### src/rtl/sqr_iter_pkg.sv
`default_nettype none
// ============================================================================
// Module   : sqr_pkg
// Purpose  : Shared types, default width and a reference product function
//            for the iterative shift-and-add squarer/multiplier.
// Revision : 1.0 - initial release
// ============================================================================
package sqr_pkg;

  localparam int SQR_W_DEFAULT = 10;

  typedef enum logic [1:0] {
    IDLE = 2'd0,
    CALC = 2'd1,
    DONE = 2'd2
  } state_t;

  // Full-precision product: a*a when mode is 0, a*b when mode is 1.
  function automatic logic [63:0] sqr_ref(input logic [31:0] a,
                                          input logic [31:0] b,
                                          input logic        mode);
    logic [63:0] x;
    logic [63:0] y;
    x = {32'd0, a};
    y = mode ? {32'd0, b} : {32'd0, a};
    return x * y;
  endfunction

endpackage
`default_nettype wire

### src/rtl/sqr_iter_if.sv
`default_nettype none
// ============================================================================
// Module   : sqr_iter_if
// Purpose  : Operand request and product response handshakes of sqr_iter.
//            master = requester/consumer side, slave = the squarer itself.
// Revision : 1.0 - initial release
// ============================================================================
interface sqr_iter_if
  import sqr_pkg::*;
#(
  parameter int W = SQR_W_DEFAULT
);

  logic           in_valid;
  logic           in_ready;
  logic           mul_mode;
  logic [W-1:0]   a;
  logic [W-1:0]   b;
  logic           out_valid;
  logic           out_ready;
  logic [2*W-1:0] product;
  logic           busy;

  modport master (
    output in_valid, mul_mode, a, b, out_ready,
    input  in_ready, out_valid, product, busy
  );

  modport slave (
    input  in_valid, mul_mode, a, b, out_ready,
    output in_ready, out_valid, product, busy
  );

endinterface
`default_nettype wire

### src/rtl/sqr_iter_shift_add_step.sv
`default_nettype none
// ============================================================================
// Module   : shift_add_step
// Purpose  : One shift-and-add iteration: conditionally add the multiplicand
//            into the accumulator, then shift multiplicand left and
//            multiplier right. Purely combinational.
// Revision : 1.0 - initial release
// ============================================================================
module shift_add_step
  import sqr_pkg::*;
#(
  parameter int W = SQR_W_DEFAULT
) (
  input  logic [2*W-1:0] acc,
  input  logic [2*W-1:0] mcand,
  input  logic [W-1:0]   mplier,
  output logic [2*W-1:0] acc_nxt,
  output logic [2*W-1:0] mcand_nxt,
  output logic [W-1:0]   mplier_nxt
);

  // Sum is 2W wide; the multiplicand never exceeds 2W bits after W shifts.
  always_comb begin : p_step
    acc_nxt    = mplier[0] ? (acc + mcand) : acc;
    mcand_nxt  = mcand << 1;
    mplier_nxt = mplier >> 1;
  end

endmodule
`default_nettype wire

### src/rtl/sqr_iter.sv
`default_nettype none
// ============================================================================
// Module   : sqr_iter
// Purpose  : Iterative shift-and-add squarer / multiplier, one multiplier bit
//            per clock, full 2W-bit product, valid/ready on both sides.
// Options  : SQR_ITER_EARLY_EXIT_EN - finish as soon as the remaining
//            multiplier bits are all zero (data-dependent latency).
// Revision : 1.0 - initial release
// ============================================================================
module sqr_iter
  import sqr_pkg::*;
#(
  parameter int W = SQR_W_DEFAULT
) (
  input  logic        clk,
  input  logic        rst,
  sqr_iter_if.slave   bus
);

  localparam int CW = $clog2(W + 1);

  state_t          r_state;
  state_t          w_state_nxt;
  logic [2*W-1:0]  r_acc;
  logic [2*W-1:0]  r_mcand;
  logic [W-1:0]    r_mplier;
  logic [CW-1:0]   r_cnt;

  logic [2*W-1:0]  w_acc_step;
  logic [2*W-1:0]  w_mcand_step;
  logic [W-1:0]    w_mplier_step;
  logic [W-1:0]    w_mplier_in;
  logic            w_last;

  assign w_mplier_in = bus.mul_mode ? bus.b : bus.a;

  shift_add_step #(.W(W)) u_step (
    .acc        (r_acc),
    .mcand      (r_mcand),
    .mplier     (r_mplier),
    .acc_nxt    (w_acc_step),
    .mcand_nxt  (w_mcand_step),
    .mplier_nxt (w_mplier_step)
  );

`ifdef SQR_ITER_EARLY_EXIT_EN
  // Leave CALC on the W-th step or once no set multiplier bits remain.
  assign w_last = (r_cnt == CW'(W - 1)) || (w_mplier_step == '0);
`else
  // Leave CALC on the W-th step regardless of operand value.
  assign w_last = (r_cnt == CW'(W - 1));
`endif

  // State register.
  always_ff @(posedge clk) begin : p_state
    if (rst) r_state <= IDLE;
    else     r_state <= w_state_nxt;
  end

  // Next-state decode; accept only from IDLE, handoff from DONE.
  always_comb begin : p_fsm_next
    w_state_nxt = r_state;
    case (r_state)
      IDLE: begin
        if (bus.in_valid) begin
`ifdef SQR_ITER_EARLY_EXIT_EN
          w_state_nxt = (w_mplier_in == '0) ? DONE : CALC;
`else
          w_state_nxt = CALC;
`endif
        end
      end
      CALC:    if (w_last) w_state_nxt = DONE;
      DONE:    if (bus.out_ready) w_state_nxt = IDLE;
      default: w_state_nxt = IDLE;
    endcase
  end

  // Datapath: load operands at accept, step while in CALC, hold in DONE.
  always_ff @(posedge clk) begin : p_datapath
    if (rst) begin
      r_acc    <= '0;
      r_mcand  <= '0;
      r_mplier <= '0;
      r_cnt    <= '0;
    end else begin
      case (r_state)
        IDLE: begin
          if (bus.in_valid) begin
            r_acc    <= '0;
            r_mcand  <= {{W{1'b0}}, bus.a};
            r_mplier <= w_mplier_in;
            r_cnt    <= '0;
          end
        end
        CALC: begin
          r_acc    <= w_acc_step;
          r_mcand  <= w_mcand_step;
          r_mplier <= w_mplier_step;
          r_cnt    <= r_cnt + CW'(1);
        end
        default: begin
        end
      endcase
    end
  end

  // Handshake outputs come from state only; reset forces both quiet.
  assign bus.in_ready  = (r_state == IDLE) && !rst;
  assign bus.out_valid = (r_state == DONE) && !rst;
  assign bus.busy      = (r_state != IDLE);
  assign bus.product   = r_acc;

endmodule
`default_nettype wire

### src/flat_wrapper.sv
// flat-port wrapper written by rule: the top's interface ports become plain ports
module sqr_iter_flat import sqr_pkg::*;
#(
  parameter int W = SQR_W_DEFAULT
)
  (clk, rst, bus_in_valid, bus_mul_mode, bus_a, bus_b, bus_out_ready, bus_in_ready, bus_out_valid, bus_product, bus_busy);
  sqr_iter_if #(.W(W)) bus_i ();
  input  logic clk;
  input  logic rst;
  input wire logic [$bits(bus_i.in_valid)-1:0] bus_in_valid;
  input wire logic [$bits(bus_i.mul_mode)-1:0] bus_mul_mode;
  input wire logic [$bits(bus_i.a)-1:0] bus_a;
  input wire logic [$bits(bus_i.b)-1:0] bus_b;
  input wire logic [$bits(bus_i.out_ready)-1:0] bus_out_ready;
  output wire logic [$bits(bus_i.in_ready)-1:0] bus_in_ready;
  output wire logic [$bits(bus_i.out_valid)-1:0] bus_out_valid;
  output wire logic [$bits(bus_i.product)-1:0] bus_product;
  output wire logic [$bits(bus_i.busy)-1:0] bus_busy;
  assign bus_i.in_valid = bus_in_valid;
  assign bus_i.mul_mode = bus_mul_mode;
  assign bus_i.a = bus_a;
  assign bus_i.b = bus_b;
  assign bus_i.out_ready = bus_out_ready;
  assign bus_in_ready = bus_i.in_ready;
  assign bus_out_valid = bus_i.out_valid;
  assign bus_product = bus_i.product;
  assign bus_busy = bus_i.busy;
  sqr_iter #(.W(W)) u_core (.clk(clk), .rst(rst), .bus(bus_i));
endmodule
### config.mk
export PLATFORM = sky130hd
export DESIGN_NAME = sqr_iter_flat
export DESIGN_NICKNAME = d
export VERILOG_FILES = /design/src/rtl/sqr_iter_pkg.sv /design/src/rtl/sqr_iter_if.sv /design/src/rtl/sqr_iter_shift_add_step.sv /design/src/rtl/sqr_iter.sv /design/src/flat_wrapper.sv
export SDC_FILE = /design/constraint.sdc
export NUM_CORES = 1
export LEC_CHECK = 0
export ABC_AREA = 1
export CAP_MARGIN = 10
export CORE_ASPECT_RATIO = 1.25
export CORE_MARGIN = 1.5
export CORE_UTILIZATION = 45
export CTS_CLUSTER_DIAMETER = 60
export DETAILED_ROUTE_END_ITERATION = 16
export PLACE_DENSITY = 0.73
export SYNTH_ARGS = -nofsm -noshare
export SYNTH_HDL_FRONTEND = slang
export SYNTH_SLANG_ARGS = --single-unit
### constraint.sdc
create_clock -name clk -period 1.95 [get_ports clk]
set_input_delay 0.39 -clock clk [delete_from_list [all_inputs] [get_ports clk]]
set_output_delay 0.39 -clock clk [all_outputs]
set_load 0.05 [all_outputs]
* After elaboration in Yosys (flattened, before gate mapping)
Cells that the tools add are included.
** Cells by class
- Multiplexer cells :: 14
- Reduce and logical (&&, ||, !) cells :: 9
- Equality and inequality tests :: 7
- Add/subtract/negate cells :: 2
** Operator list (number)
- 20-bit one-hot mux with 2 select lines :: 2
- 20-bit two-way mux :: 3
- 20-bit adder :: 1
- 10-bit two-way mux :: 2
- 10-bit one-hot mux with 2 select lines :: 1
- 4-bit one-hot mux with 2 select lines :: 1
- 2-bit two-way mux :: 3
- 2-bit one-hot mux with 3 select lines :: 1
- 3-bit AND reduction :: 2
- 4-bit by 1-bit adder with 4-bit output (second input constant) :: 1
- 4-bit == test (second input constant) :: 1
- 4-bit two-way mux :: 1
- 2-bit by 1-bit != test with 1-bit output (second input constant) :: 2
- 2-bit != test (second input constant) :: 2
- 2-bit nonzero test :: 2
- 2-bit by 1-bit == test with 1-bit output (second input constant) :: 1
- 2-bit == test (second input constant) :: 1
- 1-bit logical AND :: 2
- 2-bit zero test :: 1
- 2-bit AND reduction :: 1
- 1-bit zero test :: 1
** Word-level totals
- Flip-flop bits (word level) :: 56

* Depth between registers and ports, before layout
Gate-level depths: netlist (run 1).
- Word-level depth :: 3
- Gate-level depth with buffers :: 12
- Gate-level depth less buffers :: 12

* Hierarchy
Synthesis (run 1) repeated with hierarchy kept, for this count alone.
** Unflattened totals
- Cells, all modules :: 671
- Area total of the unflattened synthesis :: 4206.5 um^2
** By module, submodules not included
- sqr_iter :: times used 1, cells each 366, area each 2534.9 um^2
- shift_add_step :: times used 1, cells each 305, area each 1671.6 um^2

* Worst setup path after synthesis (run 1)
OpenSTA, ideal clock, no wires.
- Path kind :: input port to output port
- Start point :: input port rst
- End point :: output port bus_out_valid
- Buffers on the path :: 1
- Slack :: -124 ps
- Required time :: 1560 ps
- Arrival time :: 1684 ps
- Cell stages on the path :: 2
- Cells stage by stage :: buf_1 nor3_1
** Between the ends
- Longest elaborated chain between the ends :: 2
** Ends and longest elaborated chain
- from (decl) :: line flat_wrapper.sv:9 : input logic rst;
- 1-bit zero test :: line sqr_iter.sv:110 : assign bus.out_valid = (r_state == DONE) && !rst;
- 1-bit logical AND :: line sqr_iter.sv:110
- to (decl) :: line flat_wrapper.sv:16 : output wire logic [$bits(bus_i.out_valid)-1:0] bus_out_valid;
No other way between the ends.

* Worst setup path after layout (run 1)
- Start point :: register u_core.r_acc[9] (netlist: u_core.bus.product[9])
- End point :: output port bus_product[9]
** RTL lines
- from (decl) :: line sqr_iter.sv:24 : logic [2*W-1:0] r_acc;
- from (signal assigned) :: line sqr_iter.sv:97 : r_acc <= w_acc_step;
- to (decl) :: line flat_wrapper.sv:17 : output wire logic [$bits(bus_i.product)-1:0] bus_product;
No word-level cell between the ends.

==> results of run 1 <==
cells in the mapped netlist (3+ instances only):
cell      number
buf_6          4
a21oi_1       52
mux2i_1        9
a21oi_2       17
nor2_4         4
dfxtp_1       56
a21o_1         3
nor2_1        25
inv_1         44
nand3_2       12
o21ai_0       13
o21ai_1        3
nor3_1         6
nand3_1       17
nand2_1      138
nor2_2         3
o221ai_1       8
o21ai_2        3
or2_2          3
nand2_2        7
clkbuf_1       4
nand3b_1       6
buf_2          3
o21a_1         9
inv_2          6
ha_1          21
per-layer routing:
metal  global-route usage [%]  vias up  share of wire (%)
li1                         -     1748                  -
met1                     24.4     1563                 44
met2                     40.6       71                 51
met3                     3.33       10                3.9
met4                     5.51        0                1.4
met5                        0        -                  0
placed cells by master, fill, tap and decap left out, types with 3 or more instances in the layout:
cell	Yosys	routed
o221ai_1	8	8
clkdlybuf4s50_1	0	25
nand3_1	17	16
dfxtp_1	56	55
o21ai_0	13	13
inv_2	6	6
or2_2	3	3
nor2_4	4	4
buf_4	1	22
nand3b_1	6	6
a21oi_1	52	52
a21o_1	3	3
dlymetal6s2s_1	0	6
inv_1	44	44
ha_1	21	19
nand3_2	12	13
nand2_1	138	137
nor2_1	25	24
o21a_1	9	9
clkbuf_8	0	5
o21ai_2	3	3
a21oi_2	17	17
nor3_1	6	5
o21ai_1	3	3
mux2i_1	9	9
nor2_2	3	4
nand2_2	7	8
per-stage QoR:
step | cell area [sq um] | utilization, % | instances | power [mW] | setup slack (ps)
2_1_floorplan | 3640 | - | 496 | 1.55 | 11.8
5_1_grt | 4280 | 54.9 | 637 | 2.68 | 0.101
3_5_place_dp | 4110 | 52.7 | 629 | 1.67 | 91.8
6_report | 4280 | 54.9 | 637 | 2.58 | 38.8
3_3_place_gp | 4110 | 52.7 | 629 | 1.66 | 115
4_1_cts | 4240 | 54.5 | 637 | 2.59 | 5.03
path summary, 6_finish.rpt:
path                                              end             startpoint  slack, ps  depth (start not counted)
worst max-delay path                   bus_product[9]  u_core.bus.product[9]         40                          1
worst min-delay path                  u_core.r_cnt[1]                    rst        350                          2
worst max register to register  u_core.bus.product[6]  u_core.bus.product[0]        120                          9
worst min register to register     u_core.r_mplier[3]     u_core.r_mplier[3]        470                          1
cell families after synthesis:
| kind of cell | count (synthesis) |
|---|---|
| DFF | 56 |
| adders and majority gates | 22 |
| and+or+nand+nor | 228 |
| xor gates and xnor gates | 1 |
| buffers and inverters | 67 |
| muxes | 9 |
| AOI/OAI and AO/OA | 113 |
cell type report:
class                      instances  area [sq um]
inverter                          51           194
sequential                        56          1120
clock inverter                     3          68.8
fill                             786          3520
tap                               95           119
clock buffer                       5          68.8
timing repair buffer              54           495
multi-input combinational        373          2210
where the power goes:
group          leakage, nW  switching (mW)  total, mW  internal, mW
Combinational         1.44           0.247      0.407         0.160
Clock               0.0687           0.425      0.943         0.518
Sequential           0.457          0.0395       1.23          1.19
Total                 1.96           0.711       2.58          1.87
registers in the layout, summed over array words and instances, names as in the netlist:
signal / count
u_core.r_mplier: 10
u_core.bus.product: 20
u_core.r_cnt: 4
u_core.r_mcand: 20
u_core.r_state: 2
==> results.sh, run 1 <==
export IMPL_rows=36
export IMPL_hp_class="in2reg"
export IMPL_antenna_found_initial=0
export IMPL_synth_top_family_by_area="simple AND/OR/NAND/NOR gates"
export IMPL_drt_wl_total_microns=8770
export IMPL_start_util_pct=46.6
export IMPL_syn_area_sq_um=3630
export IMPL_clkLatencyLatePin_ps=320
export IMPL_postCtsSetupBuffers=0
export IMPL_crit_chain="clkdlybuf4s50_1"
export IMPL_remaining_drc_errors=0
export IMPL_syn_num_nets=543
export IMPL_setup_viol=0
export IMPL_grt_pass1_wl_microns=14700
export IMPL_fin_crit_sh_pct=98.0
export IMPL_worstPathBufferInverterCount=1
export IMPL_numCtsBuffers=5
export IMPL_vias_per_cell=5.32
export IMPL_synth_compound_area_share_pct=19.7
export IMPL_rsz0062_at_grt="false"
export IMPL_drv_cap=0
export IMPL_clock_sinks=56
export IMPL_dr_pass1_iters=7
export IMPL_crit_family="buffers and inverters"
export IMPL_ys_async_sr_fraction_pct=0
export IMPL_drtIter0Drc=122
export IMPL_synth_top_flop_cell="dfxtp_1"
export IMPL_cp_max_fo=3
export IMPL_power_density_nw_per_um2=604
export IMPL_synth_edf_count=0
export IMPL_yosysWarnings=0
export IMPL_worst_pin_slew_ps=538
export IMPL_ioPinCount=48
export IMPL_yosys_area_share_simple_pct=30.0
export IMPL_yosys_register_bits=56
export IMPL_cts_tree="done"
export IMPL_avgSynthCellArea_sq_um=7.32
export IMPL_synth_fa_ha_area_share_pct=7.79
export IMPL_nNetsFinal=588
export IMPL_port_buffer_count=47
export IMPL_ctsHtreeMaxLevel=2
export IMPL_synth_top_area_share_pct=30.9
export IMPL_slew_violations=0
export IMPL_place_hpwl_microns=6800
export IMPL_fin_worst_skew_ps=4.41
export IMPL_cp_end_kind="output port"
export IMPL_diodes=0
export IMPL_drive_gt1_share_pct=17.9
export IMPL_holdBufCountCts=0
export IMPL_setup_tns_ps=0
export IMPL_wl_per_cell_microns=13.8
export IMPL_grt_max_degree=34
export IMPL_synth_area_leaders="dfxtp_1 31%, nand2_1 14%, ha_1 7.2%"
export IMPL_gp_congestion=0.911
export IMPL_syn_to_final_growth_pct=17.8
export IMPL_netlist_top_cell_by_area="dfxtp_1"
export IMPL_syn_inst=496
export IMPL_slew_headroom_pct=64.1
export IMPL_holdWs_ps=347
export IMPL_vias=3392
export IMPL_synth_seq_area_share_pct=30.9
export IMPL_fp_coreArea_sq_um=7790
export IMPL_status="finished, final reports clean"
export IMPL_yosysUniqueCellTypes=40
export IMPL_antenna_left=0
export IMPL_leakage_nw=1.96
export IMPL_critPathArrivalTime_ps=1520
export IMPL_synth_mux_area_share_pct=2.48
export IMPL_clk_pin_slew_ps=110
export IMPL_max_freq_ghz=0.523
export IMPL_slowest_stage="clkdlybuf4s50_1"
export IMPL_grt_util_all_layers_pct=21.0
export IMPL_cts_resized=0
export IMPL_grt_pass1_vias=3223
export IMPL_cts_path_max_buffers=2
export IMPL_startpoint_type="register"
export IMPL_period_minus_slack_ps=1910
export IMPL_synth_xor_area_share_pct=0.241
export IMPL_slowest_delay_ps=820
export IMPL_clock_root_buffer="clkbuf_8"
export IMPL_die_height_microns=103
export IMPL_ir_drop_mv=0.399
export IMPL_grt_overflow=0
export IMPL_die_w_microns=83.3
export IMPL_hold_viol_final=0
export IMPL_crit_required_ps=1560
export IMPL_crit_type="reg2out"
export IMPL_dieArea_sq_um=8620
Note: power is estimated with default switching activity, not from simulation.
==> run 2, diff against run 1 <==
--- a/config.mk
+++ b/config.mk
@@ -13,6 +13,7 @@
 export CTS_CLUSTER_DIAMETER = 60
 export DETAILED_ROUTE_END_ITERATION = 16
 export PLACE_DENSITY = 0.73
+export SETUP_SLACK_MARGIN = 0.15
 export SYNTH_ARGS = -nofsm -noshare
 export SYNTH_HDL_FRONTEND = slang
 export SYNTH_SLANG_ARGS = --single-unit
==> run 2 against run 1 <==
Via count up 2.7%. First-iteration DRC count up 2.5%. Fmax up 10%. Sequential share of layout area down 1.2 points. Non-clock buffer count up 18. Sequential cell count unchanged. Hold slack better by 130 ps. Clock-buffer cell count up 1. Die area unchanged. Largest power group unchanged.
==> results.sh, run 2 (same netlist as run 1, synthesis figures left out) <==
export IMPL_grt_pass1_wl_microns=15000
export IMPL_cp_max_fo=5
export IMPL_startpoint_type="register"
export IMPL_worst_pin_slew_ps=501
export IMPL_max_freq_ghz=0.576
export IMPL_drtIter0Drc=125
export IMPL_place_hpwl_microns=6860
export IMPL_grt_overflow=0
export IMPL_fin_worst_skew_ps=7.27
export IMPL_hp_class="reg2reg"
export IMPL_syn_to_final_growth_pct=26.1
export IMPL_power_switching_share_pct=30.8
export IMPL_crit_required_ps=2190
export IMPL_p_seq_share_pct=51.6
export IMPL_dieArea_sq_um=8620
export IMPL_slew_headroom_pct=66.7
export IMPL_rsz0062_at_grt="true"
export IMPL_die_height_microns=103
export IMPL_ctsHtreeMaxLevel=2
export IMPL_clk_pin_slew_ps=110
export IMPL_power_density_nw_per_um2=524
export IMPL_antenna_left=0
export IMPL_critPathArrivalTime_ps=1980
export IMPL_fp_coreArea_sq_um=7790
export IMPL_setup_viol=0
export IMPL_diodes=0
export IMPL_status="finished, final reports clean"
export IMPL_final_area_sq_um=4580
export IMPL_remaining_drc_errors=0
export IMPL_ir_drop_mv=0.363
export IMPL_hold_viol_final=0
export IMPL_mostFrequentLayoutCells="132 x nand2_1, 50 x a21oi_1, 44 x inv_1"
export IMPL_clock_root_buffer="clkbuf_8"
export IMPL_crit_type="reg2reg"
export IMPL_drv_cap=0
export IMPL_rows=36
export IMPL_die_w_microns=83.3
export IMPL_start_util_pct=46.6
export IMPL_grt_max_degree=24
export IMPL_grt_util_all_layers_pct=21.4
export IMPL_slew_violations=0
export IMPL_cts_path_max_buffers=2
export IMPL_wl_per_cell_microns=14.5
export IMPL_holdBufCountCts=0
export IMPL_cts_tree="done"
export IMPL_vias=3484
export IMPL_setup_tns_ps=0
export IMPL_grt_pass1_vias=3377
export IMPL_final_core_util_pct=58.8
export IMPL_place_area_sq_um=4170
export IMPL_numCtsBuffers=5
export IMPL_dr_pass1_iters=5
export IMPL_fin_crit_sh_pct=89.1
export IMPL_port_buffer_count=47
export IMPL_leakage_nw=1.98
export IMPL_ioPinCount=48
export IMPL_gp_congestion=0.921
export IMPL_antenna_found_initial=0
export IMPL_drive_gt1_share_pct=27.8
export IMPL_cp_end_kind="register"
export IMPL_drt_wl_total_microns=9520
export IMPL_internal_power_mw=1.66
export IMPL_clkLatencyLatePin_ps=320
export IMPL_power_frac_comb_pct=19.6
export IMPL_period_minus_slack_ps=1740
export IMPL_vias_per_cell=5.31
export IMPL_switching_power_uw=739
export IMPL_layout_commonest_cell="nand2_1"
export IMPL_nNetsFinal=607
export IMPL_clkPwrFrac_pct=28.8
export IMPL_clock_sinks=56
==> run 2: final timing paths <==
kind / cells after the start / slack, ps / to / from
max: 11 / 210 / u_core.bus.product[14] / u_core.r_mcand[8]
min: 2 / 470 / u_core.r_mplier[9] / u_core.r_mplier[9]
max reg2reg: 11 / 210 / u_core.bus.product[14] / u_core.r_mcand[8]
min reg2reg: 2 / 470 / u_core.r_mplier[9] / u_core.r_mplier[9]
==> run 2: through the flow <==
stage,hold WS (ps),total power [mW],worst slack [ps],instances
2_1_floorplan,435,1.55,157,496
3_3_place_gp,444,1.67,106,632
3_5_place_dp,448,1.68,104,632
4_1_cts,474,2.37,152,643
5_1_grt,493,2.52,73.2,656
6_report,472,2.40,213,656
==> run 2: power groups by stage <==
stage | logic [mW] | clock network (mW) | registers (mW)
after floorplan | 0.296 | 0 | 1.26
after global placement | 0.417 | 0 | 1.26
after detailed placement | 0.422 | 0 | 1.26
after CTS | 0.422 | 0.711 | 1.23
after global routing | 0.515 | 0.755 | 1.25
final | 0.470 | 0.692 | 1.24
==> run 2: per-layer routing <==
layer,part of all wire (%),wire (microns),track usage (%)
met5,0,0,0
met4,2.8,266,8.97
met3,3.7,348,3.17
met2,52,4980,41.7
met1,41,3920,23.5
==> run 2: what timing repair did <==
| item | in CTS | in global routing |
|---|---|---|
| pin swaps | 1 | 8 |
| setup endpoints to repair | 18 | 20 |
| setup buffers | 3 | 12 |
| gates cloned | 0 | 1 |
| resized for setup | 16 | 42 |
==> run 2: layout make-up <==
type | instances | area (sq um)
clock inverters | 2 | 17.5
multi-input cells | 374 | 2390
clock buffers | 6 | 72.6
flip-flops and latches | 56 | 1150
inverters | 51 | 194
well taps | 95 | 119
repair buffers | 72 | 637
fillers | 762 | 3210
==> run 2: critical path, stage by stage, from the launching register on <==
cell,delay (ps)
dfxtp_2,370
ha_2,320
nand2_2,120
inv_1,60
a21oi_2,140
buf_4,130
nor2_1,30
nor2_1,140
nand2_1,70
nand2_1,50
nand3_1,80
a21oi_1,160
